### config.mk
export PLATFORM = sky130hd
export DESIGN_NAME = tlc_monitor
export DESIGN_NICKNAME = d
export VERILOG_FILES = /design/src/rtl/tlc_monitor.sv
export SDC_FILE = /design/constraint.sdc
export NUM_CORES = 1
export LEC_CHECK = 0
export ABC_AREA = 0
export CAP_MARGIN = 0
export CORE_ASPECT_RATIO = 0.9
export CORE_MARGIN = 2
export CORE_UTILIZATION = 48
export DETAILED_ROUTE_END_ITERATION = 10
export PLACE_DENSITY = 0.75
export SLEW_MARGIN = 20
export SYNTH_ARGS = -nofsm -noshare
export SYNTH_HDL_FRONTEND = slang
export SYNTH_SLANG_ARGS = --single-unit
### constraint.sdc
create_clock -name clock -period 2.2 [get_ports clock]
set_input_delay 0.22 -clock clock [delete_from_list [all_inputs] [get_ports clock]]
set_output_delay 0.22 -clock clock [all_outputs]
set_load 0.02 [all_outputs]
### src/rtl/tlc_monitor.sv
// -----------------------------------------------------------------------------
// tlc_monitor
//
// Receive-side checker for a traffic-light controller's one-hot lamp outputs.
// Each clock the r/y/g lines are sampled, the phase is decoded, and the time
// spent in each phase (dwell) is counted. The checker verifies the order
// red -> yellow -> green -> red and the exact dwell of every phase. It reports
// the decoded phase, a pulse per completed legal cycle, and sticky error flags.
//
// Ports
//   clock        in   system clock, rising edge
//   reset        in   synchronous active-high reset
//   r, y, g      in   lamp lines, same clock domain
//   err_clear    in   one-cycle pulse: clear errors and resynchronise
//   phase        out  00 red, 01 yellow, 10 green, 11 unsynced/fault
//   synced       out  high while a legal sequence is being tracked
//   dwell        out  cycles the current phase has been observed (saturating)
//   cycle_done   out  one-cycle pulse on each legal green->red transition
//   cycle_count  out  number of completed legal cycles, wraps 255->0
//   err_valid    out  sticky: any error since reset / err_clear
//   err_code     out  sticky: [0] not one-hot, [1] illegal order, [2] dwell
//
// All outputs are registered and reflect the lamp sample taken at the same
// rising edge (one cycle of latency).
// -----------------------------------------------------------------------------
module tlc_monitor #(
    parameter int RED_DWELL = 31,
    parameter int YEL_DWELL = 11,
    parameter int GRN_DWELL = 31,
    parameter int CW        = 6
) (
    input  logic          clock,
    input  logic          reset,
    input  logic          r,
    input  logic          y,
    input  logic          g,
    input  logic          err_clear,
    output logic [1:0]    phase,
    output logic          synced,
    output logic [CW-1:0] dwell,
    output logic          cycle_done,
    output logic [7:0]    cycle_count,
    output logic          err_valid,
    output logic [2:0]    err_code
);

    typedef enum logic [2:0] {
        S_UNSYNC,
        S_RED,
        S_YEL,
        S_GRN,
        S_FAULT
    } state_t;

    // Lamp codes share the encoding of the phase output.
    localparam logic [1:0] C_RED = 2'b00;
    localparam logic [1:0] C_YEL = 2'b01;
    localparam logic [1:0] C_GRN = 2'b10;
    localparam logic [1:0] C_NONE = 2'b11;

    state_t        r_state, r_state_next;
    logic [CW-1:0] r_dwell, r_dwell_next;
    logic [1:0]    r_phase, r_phase_next;
    logic          r_synced, r_synced_next;
    logic          r_cycle_done, r_cycle_done_next;
    logic [7:0]    r_cycle_count, r_cycle_count_next;
    logic [2:0]    r_err_code, r_err_code_next;
    logic          r_err_valid, r_err_valid_next;
    // Last valid lamp seen, used only to find the first lamp change in UNSYNC.
    logic [1:0]    r_last, r_last_next;
    logic          r_last_valid, r_last_valid_next;

    logic          w_onehot;
    logic [1:0]    w_lamp;
    logic [1:0]    w_cur;
    logic [1:0]    w_succ;
    logic [CW-1:0] w_req;
    logic [CW-1:0] w_dwell_inc;

    function automatic state_t code_to_state(input logic [1:0] code);
        case (code)
            C_RED:   return S_RED;
            C_YEL:   return S_YEL;
            C_GRN:   return S_GRN;
            default: return S_FAULT;
        endcase
    endfunction

    // Lamp decode: a sample is only valid when exactly one lamp is lit.
    always_comb begin
        w_onehot = 1'b1;
        w_lamp   = C_NONE;
        case ({r, y, g})
            3'b100:  w_lamp = C_RED;
            3'b010:  w_lamp = C_YEL;
            3'b001:  w_lamp = C_GRN;
            default: w_onehot = 1'b0;
        endcase
    end

    // Current phase code, its legal successor and its required dwell.
    always_comb begin
        w_cur  = C_NONE;
        w_succ = C_NONE;
        w_req  = '0;
        case (r_state)
            S_RED: begin
                w_cur  = C_RED;
                w_succ = C_YEL;
                w_req  = CW'(RED_DWELL);
            end
            S_YEL: begin
                w_cur  = C_YEL;
                w_succ = C_GRN;
                w_req  = CW'(YEL_DWELL);
            end
            S_GRN: begin
                w_cur  = C_GRN;
                w_succ = C_RED;
                w_req  = CW'(GRN_DWELL);
            end
            default: ;
        endcase
    end

    assign w_dwell_inc = (r_dwell == {CW{1'b1}}) ? r_dwell : r_dwell + 1'b1;

    always_comb begin
        r_state_next       = r_state;
        r_dwell_next       = r_dwell;
        r_cycle_done_next  = 1'b0;
        r_cycle_count_next = r_cycle_count;
        r_err_code_next    = r_err_code;
        r_last_next        = r_last;
        r_last_valid_next  = r_last_valid;

        if (w_onehot) begin
            r_last_next       = w_lamp;
            r_last_valid_next = 1'b1;
        end

        if (err_clear) begin
            // Clear overrides anything detected in this same sample; the
            // current sample still seeds the change detector for resync.
            r_state_next      = S_UNSYNC;
            r_dwell_next      = '0;
            r_err_code_next   = 3'b000;
            r_last_valid_next = w_onehot;
        end else begin
            case (r_state)
                S_UNSYNC: begin
                    // The phase in progress at reset has unknown elapsed time,
                    // so tracking starts only at the first lamp change.
                    if (!w_onehot) begin
                        r_err_code_next[0] = 1'b1;
                        r_state_next       = S_FAULT;
                    end else if (r_last_valid && (w_lamp != r_last)) begin
                        r_state_next = code_to_state(w_lamp);
                        r_dwell_next = CW'(1);
                    end
                end

                S_RED, S_YEL, S_GRN: begin
                    if (!w_onehot) begin
                        r_err_code_next[0] = 1'b1;
                        r_state_next       = S_FAULT;
                        r_dwell_next       = '0;
                    end else if (w_lamp == w_cur) begin
                        // Overrun is flagged as soon as the dwell would pass
                        // the requirement, without waiting for a lamp change.
                        if (r_dwell >= w_req) begin
                            r_err_code_next[2] = 1'b1;
                            r_state_next       = S_FAULT;
                            r_dwell_next       = '0;
                        end else begin
                            r_dwell_next = w_dwell_inc;
                        end
                    end else if (w_lamp == w_succ) begin
                        if (r_dwell != w_req) begin
                            r_err_code_next[2] = 1'b1;
                            r_state_next       = S_FAULT;
                            r_dwell_next       = '0;
                        end else begin
                            r_state_next = code_to_state(w_succ);
                            r_dwell_next = CW'(1);
                            if (r_state == S_GRN) begin
                                r_cycle_done_next  = 1'b1;
                                r_cycle_count_next = r_cycle_count + 8'd1;
                            end
                        end
                    end else begin
                        // Valid lamp, wrong order; the dwell is judged too.
                        r_err_code_next[1] = 1'b1;
                        if (r_dwell != w_req) begin
                            r_err_code_next[2] = 1'b1;
                        end
                        r_state_next = S_FAULT;
                        r_dwell_next = '0;
                    end
                end

                S_FAULT: begin
                    r_dwell_next = '0;
                    if (!w_onehot) begin
                        r_err_code_next[0] = 1'b1;
                    end
                end

                default: begin
                    r_state_next = S_UNSYNC;
                    r_dwell_next = '0;
                end
            endcase
        end

        r_synced_next    = (r_state_next == S_RED) || (r_state_next == S_YEL) ||
                           (r_state_next == S_GRN);
        r_phase_next     = C_NONE;
        case (r_state_next)
            S_RED:   r_phase_next = C_RED;
            S_YEL:   r_phase_next = C_YEL;
            S_GRN:   r_phase_next = C_GRN;
            default: r_phase_next = C_NONE;
        endcase
        r_err_valid_next = |r_err_code_next;
    end

    always_ff @(posedge clock) begin
        if (reset) begin
            r_state       <= S_UNSYNC;
            r_dwell       <= '0;
            r_phase       <= C_NONE;
            r_synced      <= 1'b0;
            r_cycle_done  <= 1'b0;
            r_cycle_count <= 8'd0;
            r_err_code    <= 3'b000;
            r_err_valid   <= 1'b0;
            r_last        <= C_NONE;
            r_last_valid  <= 1'b0;
        end else begin
            r_state       <= r_state_next;
            r_dwell       <= r_dwell_next;
            r_phase       <= r_phase_next;
            r_synced      <= r_synced_next;
            r_cycle_done  <= r_cycle_done_next;
            r_cycle_count <= r_cycle_count_next;
            r_err_code    <= r_err_code_next;
            r_err_valid   <= r_err_valid_next;
            r_last        <= r_last_next;
            r_last_valid  <= r_last_valid_next;
        end
    end

    assign phase       = r_phase;
    assign synced      = r_synced;
    assign dwell       = r_dwell;
    assign cycle_done  = r_cycle_done;
    assign cycle_count = r_cycle_count;
    assign err_valid   = r_err_valid;
    assign err_code    = r_err_code;

endmodule

==> run metrics, run 1 <==
status=finished with violations; violated checks=setup timing; final hold violations=0; Crit path max-delay family=compound AO/OA/AOI/OAI gates; crit end category=register; Seq cells post-synth=28; Core ar.=~3500 um2; first-pass GRT wire length=just over 8 mm; H-tree depth=1; IO buf count=27; WL final=5.21 mm; CTS tree=yes; Tmin final=2.30 ns; fin. max-slew vios=0; area leader, netlist=dfxtp_1; Vert. Die Dim=61.7 um; Num Clock Sinks=28; Initial Util=51.4%; top-area cell type share of the netlist area=around a third; share of layout cells above drive strength 1=31.8%; CP cell instances=o21ba_4 -> inv_4 -> ha_4 -> buf_4 -> o221ai_4 -> a21oi_4 -> nor4_4 -> buf_4 -> nand2_2 -> o211a_1 -> nor3_2; final net count=296; max incr delay on CP=0.36 ns; ant diodes=0; DR DRC count=0; Vias=1905; clock transition at the registers of the reported paths=0.10 ns; Die ar.=4200 um2; Required @ worst endpoint=2.40 ns; global route total overflow=0; ys flop type=dfxtp_1; Max-slew headroom=64.1%; commonest cells after routing, fill and taps aside=buf_4 (49), nor2_1 (26), dfxtp_1 (25); Synth-to-Final Area Change=50.2%; hpwl dp=3.71 mm; fin util=77.2%; Clock Path Buffers=2; Pleak=0.00106 uW; Clk Latency, worst-skew pair=0.28 ns; peak fanout along the critical path=3; Most common cell on crit path=buf_4; RSZ-0062 raised after global routing=yes; Placer Congestion=0.931; Post-Layout Cell Count=about 330; Setup WS post-layout=-0.104 ns; drt wl/cell=15.9 um; CP max-delay cell=dfxtp_2; Syn Area/Cell=~8.3 um2; clk root buf=clkbuf_8; DR iter-0 viols=151; initial antenna violation count=0; syn nets=between 200 and 250; post-route ant nets=0; Synth Instances=213; period utilization=105%; Ys Warns=0; PD cells=438 nW/um2; hold slack=0.512 ns; most common cell after layout, fill and taps aside=buf_4; CTS buffer count=3; Netlist cell types=56; Max VDD drop=0.324 mV; Least-Margin Pin Slew=0.534 ns; Hold/Removal Path Class=input pin to register; Area after DPL=2400 um2; io pins=28; max_cap viols=0; FMAX=approximately 430 MHz; CTS Hold Bufs=0; final setup TNS=-0.580 ns; Buf+Inv Stages, Crit Path=3; final setup fails=10; GRT Total Usage=26.1%; die width=68.1 um; synthesized cell area=1780 um2; largest net degree at the start of global routing=17; Worst EP arrival=about 2.5 ns; skew final=roughly 0.0015 ns; critical path class=register to register; FP Rows=20; sequential area share after synthesis=31.6%; fin area=2670 um2; ys async rst share=0%; Startpoint Class=register; vias in the first global route=1730; ranking of synthesized cells by area=dfxtp_1 (32%), nor2_1 (5.5%), ha_1 (4.2%), a21oi_1 (3.9%), nand2_1 (3.2%); via/cell ratio=5.83; first-pass iteration count of the detailed router=5; placed cell count=316; number of enable flip-flop cells after synthesis=0
==> flip-flops by register name, indices dropped and copies added (netlist names) <==
| signal | flops |
|---|---|
| r_last_valid | 1 |
| synced | 1 |
| cycle_done | 1 |
| err_code | 3 |
| r_last | 2 |
| cycle_count | 8 |
| phase | 2 |
| dwell | 6 |
| r_state | 3 |
| err_valid | 1 |
==> where the power goes <==
group / leakage, uW / switching, uW / internal, uW / total (uW)
sequential: 0.000228 / 13.5 / 517 / 530
combinational: 0.000791 / 113 / 110 / 222
clock: 0.0000357 / 171 / 244 / 415
==> logic make-up after synthesis <==
| logic type | synth area share, % |
|---|---|
| compound gates | 21.6 |
| xor+xnor | 3.45 |
| fa+ha+maj | 4.79 |
| buf+inv | 5.14 |
| flops | 31.6 |
| mux | 1.20 |
| simple gates | 32.2 |
==> final timing paths <==
path                       start  slack (ns)  cells past startpoint             end
setup / recovery      r_state[0]       -0.10                     11        dwell[2]
hold reg to reg   cycle_count[7]        0.52                      2  cycle_count[7]
setup reg to reg      r_state[0]       -0.10                     11        dwell[2]
hold / removal                 g        0.51                      4       r_last[1]
==> metal layers <==
| layer | up-vias | GRT usage, % | share of wire, % |
|---|---|---|---|
| met1 | 911 | 34.7 | 48 |
| li1 | 919 | - | - |
| met2 | 65 | 41.9 | 45 |
| met3 | 10 | 5.59 | 5.5 |
| met4 | 0 | 10.0 | 2.1 |
| met5 | - | 0 | 0 |
==> Yosys cell counts (all sizes together), types with 3 or more instances <==
| cell type | count |
|---|---|
| dfxtp | 28 |
| nor2 | 26 |
| a21oi | 15 |
| nand2 | 15 |
| nand2b | 9 |
| o21ai | 9 |
| buf | 7 |
| inv | 7 |
| nor3 | 7 |
| ha | 6 |
| xor2 | 6 |
| a211oi | 5 |
| clkbuf | 5 |
| nand3b | 5 |
| nand4 | 4 |
| nor2b | 4 |
| o211ai | 4 |
| or3 | 4 |
| nor4 | 3 |
| o21bai | 3 |
| or3b | 3 |
| or4 | 3 |
==> cell type report <==
| cell class | instances | area, um2 |
|---|---|---|
| multi-input combinational | 166 | 1290 |
| fill | 254 | 787 |
| timing repair buffer | 78 | 661 |
| sequential | 28 | 564 |
| tap | 44 | 55.1 |
| clock buffer | 3 | 41.3 |
| clock inverter | 1 | 30.0 |
| inverter | 7 | 28.8 |
==> through the flow <==
step	power [uW]	worst slack [ns]
6_report	1170	-0.104
5_1_grt	1200	-0.171
3_3_place_gp	736	-0.421
4_1_cts	1160	-0.0851
3_5_place_dp	739	-0.501
2_1_floorplan	654	-0.0342
==> worst register-to-register path: cells and delay by family (launching register included) <==
family,cells,cell delay [ns]
compound gates,4,0.76
simple gates,3,0.53
buf+inv,3,0.39
flops,1,0.36
fa+ha+maj,1,0.19
==> timing repair <==
item                                    CTS  global route
buffers inserted                          6             1
resized for setup                        18            13
pin swaps                                14             8
endpoints found under the hold margin     0             0
endpoints found under the setup margin   12            20
Note: power is estimated with default switching activity, not from simulation.
==> run 2: changes to the inputs <==
--- a/config.mk
+++ b/config.mk
@@ -11,6 +11,7 @@
 export CORE_MARGIN = 2
 export CORE_UTILIZATION = 48
 export DETAILED_ROUTE_END_ITERATION = 10
+export GPL_ROUTABILITY_DRIVEN = 0
 export PLACE_DENSITY = 0.75
 export SLEW_MARGIN = 20
 export SYNTH_ARGS = -nofsm -noshare
==> run 2 against run 1 <==
The run still ends with setup timing left; non-clock buffer count stayed put; first-iteration DRC count down 11%; utilization up 1.5 points; clock power hardly changed; routed wire length up 13%; die area stayed put; combinational power increased by 8%; flip-flop and latch count is the same; count of clock-buffer cells in the layout unchanged; register-to-register slack worse by 0.13 ns; total power grew 1.6%; setup slack worse by 0.13 ns.
==> run metrics, run 2 (same netlist as run 1, synthesis figures left out) <==
status=finished with violations; violated checks=setup timing; Core ar.=3450 um2; Startpoint Class=register; clk root buf=clkbuf_8; Max VDD drop=0.249 mV; Vert. Die Dim=61.7 um; CP cell instances=o21ba_4 -> inv_4 -> ha_4 -> nand4b_1 -> o21bai_4 -> nor4_4 -> buf_4 -> nand4_1 -> or3_1 -> a21oi_2; DRT met1 WL=about 2.5 mm; Sw Pwr=306 uW; PD cells=around 440 nW/um2; commonest cells after routing, fill and taps aside=buf_4 (46), dfxtp_1 (26), nor2_1 (25), clkdlybuf4s50_1 (25), nand2_1 (14); die width=a little under 70 um; final setup TNS=-2.17 ns; first-pass GRT wire length=between 8 and 9 mm; flop2flop setup slack=-0.23 ns; Stages on worst setup path=10; Crit path max-delay family=simple AND/OR/NAND/NOR gates; vias in the first global route=1722; Buf+Inv Stages, Crit Path=2; beginning of the worst register-to-register path=r_state[2]; peak fanout along the critical path=3; GRT Total Usage=between 20 and 30%; Synth-to-Final Area Change=53.1%; H-tree depth=1; ant diodes=0; Hold/Removal Path Class=register to register; Clock power frac=35.2%; critical path class=register to register; CTS buffer count=3; Highest Signal Layer=met4; final setup fails=16; clock transition at the registers of the reported paths=0.10 ns; Initial Util=51.4%; io pins=28; CP max-delay cell=or3_1; DR iter-0 viols=134; Int Power=880 uW; max_cap viols=0; Required @ worst endpoint=2.42 ns; FMAX=411 MHz; initial antenna violation count=0; Die ar.=4200 um2; period utilization=110%; Setup crit start=r_state[2]; Logic pwr share=20.1%; largest net degree at the start of global routing=17; Worst EP arrival=2.65 ns; IO buf count=27; max incr delay on CP=0.39 ns; max reg flops=8; hold slack=0.493 ns; Num Clock Sinks=28; most common cell after layout, fill and taps aside=buf_4; hpwl dp=3.56 mm; worst setup path endpoint=cycle_count[6]; Vias=1967; share of layout cells above drive strength 1=34.6%; met2 WL=2.62 mm; drt wl/cell=between 15 and 20 um; skew final=0.00940 ns; global route total overflow=0; first-pass iteration count of the detailed router=4; Max-slew headroom=61.7%; RSZ-0062 raised after global routing=yes; FP Rows=20; Tmin final=2.43 ns; Flop pwr share=44.7%; DR DRC count=0; via/cell ratio=6.02; R2R Path End=cycle_count[6]; Clk Latency, worst-skew pair=about 0.28 ns; final hold violations=0; reg2reg path depth=10; Clock Path Buffers=2; CTS Hold Bufs=0; Setup WS post-layout=-0.231 ns; CTS tree=yes; Pleak=0.00107 uW; Least-Margin Pin Slew=roughly 0.57 ns; post-route ant nets=0; sw frac=25.8%; crit end category=register; WL final=5.87 mm; final net count=296; fin. max-slew vios=0; Met3 Wirelength=498 um; Worst Hold Depth=1
-- run 2: layout make-up --
cell class | count | area [um2]
inverter | 7 | 28.8
clock buffer | 3 | 41.3
fill | 234 | 734
timing repair buffer | 78 | 669
multi-input combinational | 166 | 1330
clock inverter | 1 | 30.0
sequential | 28 | 563
tap | 44 | 55.1
-- run 2: metrics by stage --
stage               total power, uW  worst slack [ns]  area, um2  util (%)  std cells
global route                   1230            -0.302       2720      78.7        327
global placement                739            -0.417       2390      69.3        315
CTS                            1170            -0.122       2630      76.2        324
detailed placement              742            -0.450       2390      69.3        315
floorplan                       654           -0.0342       1810         -        213
finish                         1190            -0.231       2720      78.7        327
-- run 2: how the worst min path moves through the flow --
stage | startpoint | end | slack [ns]
finish | err_code[2] | err_code[2] | 0.49
global route | err_code[1] | err_code[1] | 0.54
CTS | err_code[1] | err_code[1] | 0.51
detailed placement | err_code[2] | err_code[2] | 0.46
global placement | err_code[2] | err_code[2] | 0.48
floorplan | reset | r_last[1] | 0.36
-- run 2: routing by layer --
| metal | up-vias | global-route usage [%] |
|---|---|---|
| met4 | 0 | 12.0 |
| met3 | 25 | 4.86 |
| met1 | 906 | 38.5 |
| met2 | 120 | 43.4 |
| met5 | - | 0 |
| li1 | 916 | - |
-- run 2: power groups by stage --
stage                     Sequential, uW  Clock [uW]  Combinational (uW)
after global routing                 532         437                 257
after global placement               540           0                 199
after detailed placement             540           0                 202
after floorplan                      540           0                 114
final                                530         417                 239
after CTS                            529         420                 216
-- run 2: repair_timing --
item | in CTS | in global routing
pin swaps | 24 | 10
endpoints found under the setup margin | 12 | 21
setup buffers | 6 | 4
gates resized for setup | 28 | 14
hold endpoints to repair | 0 | 0
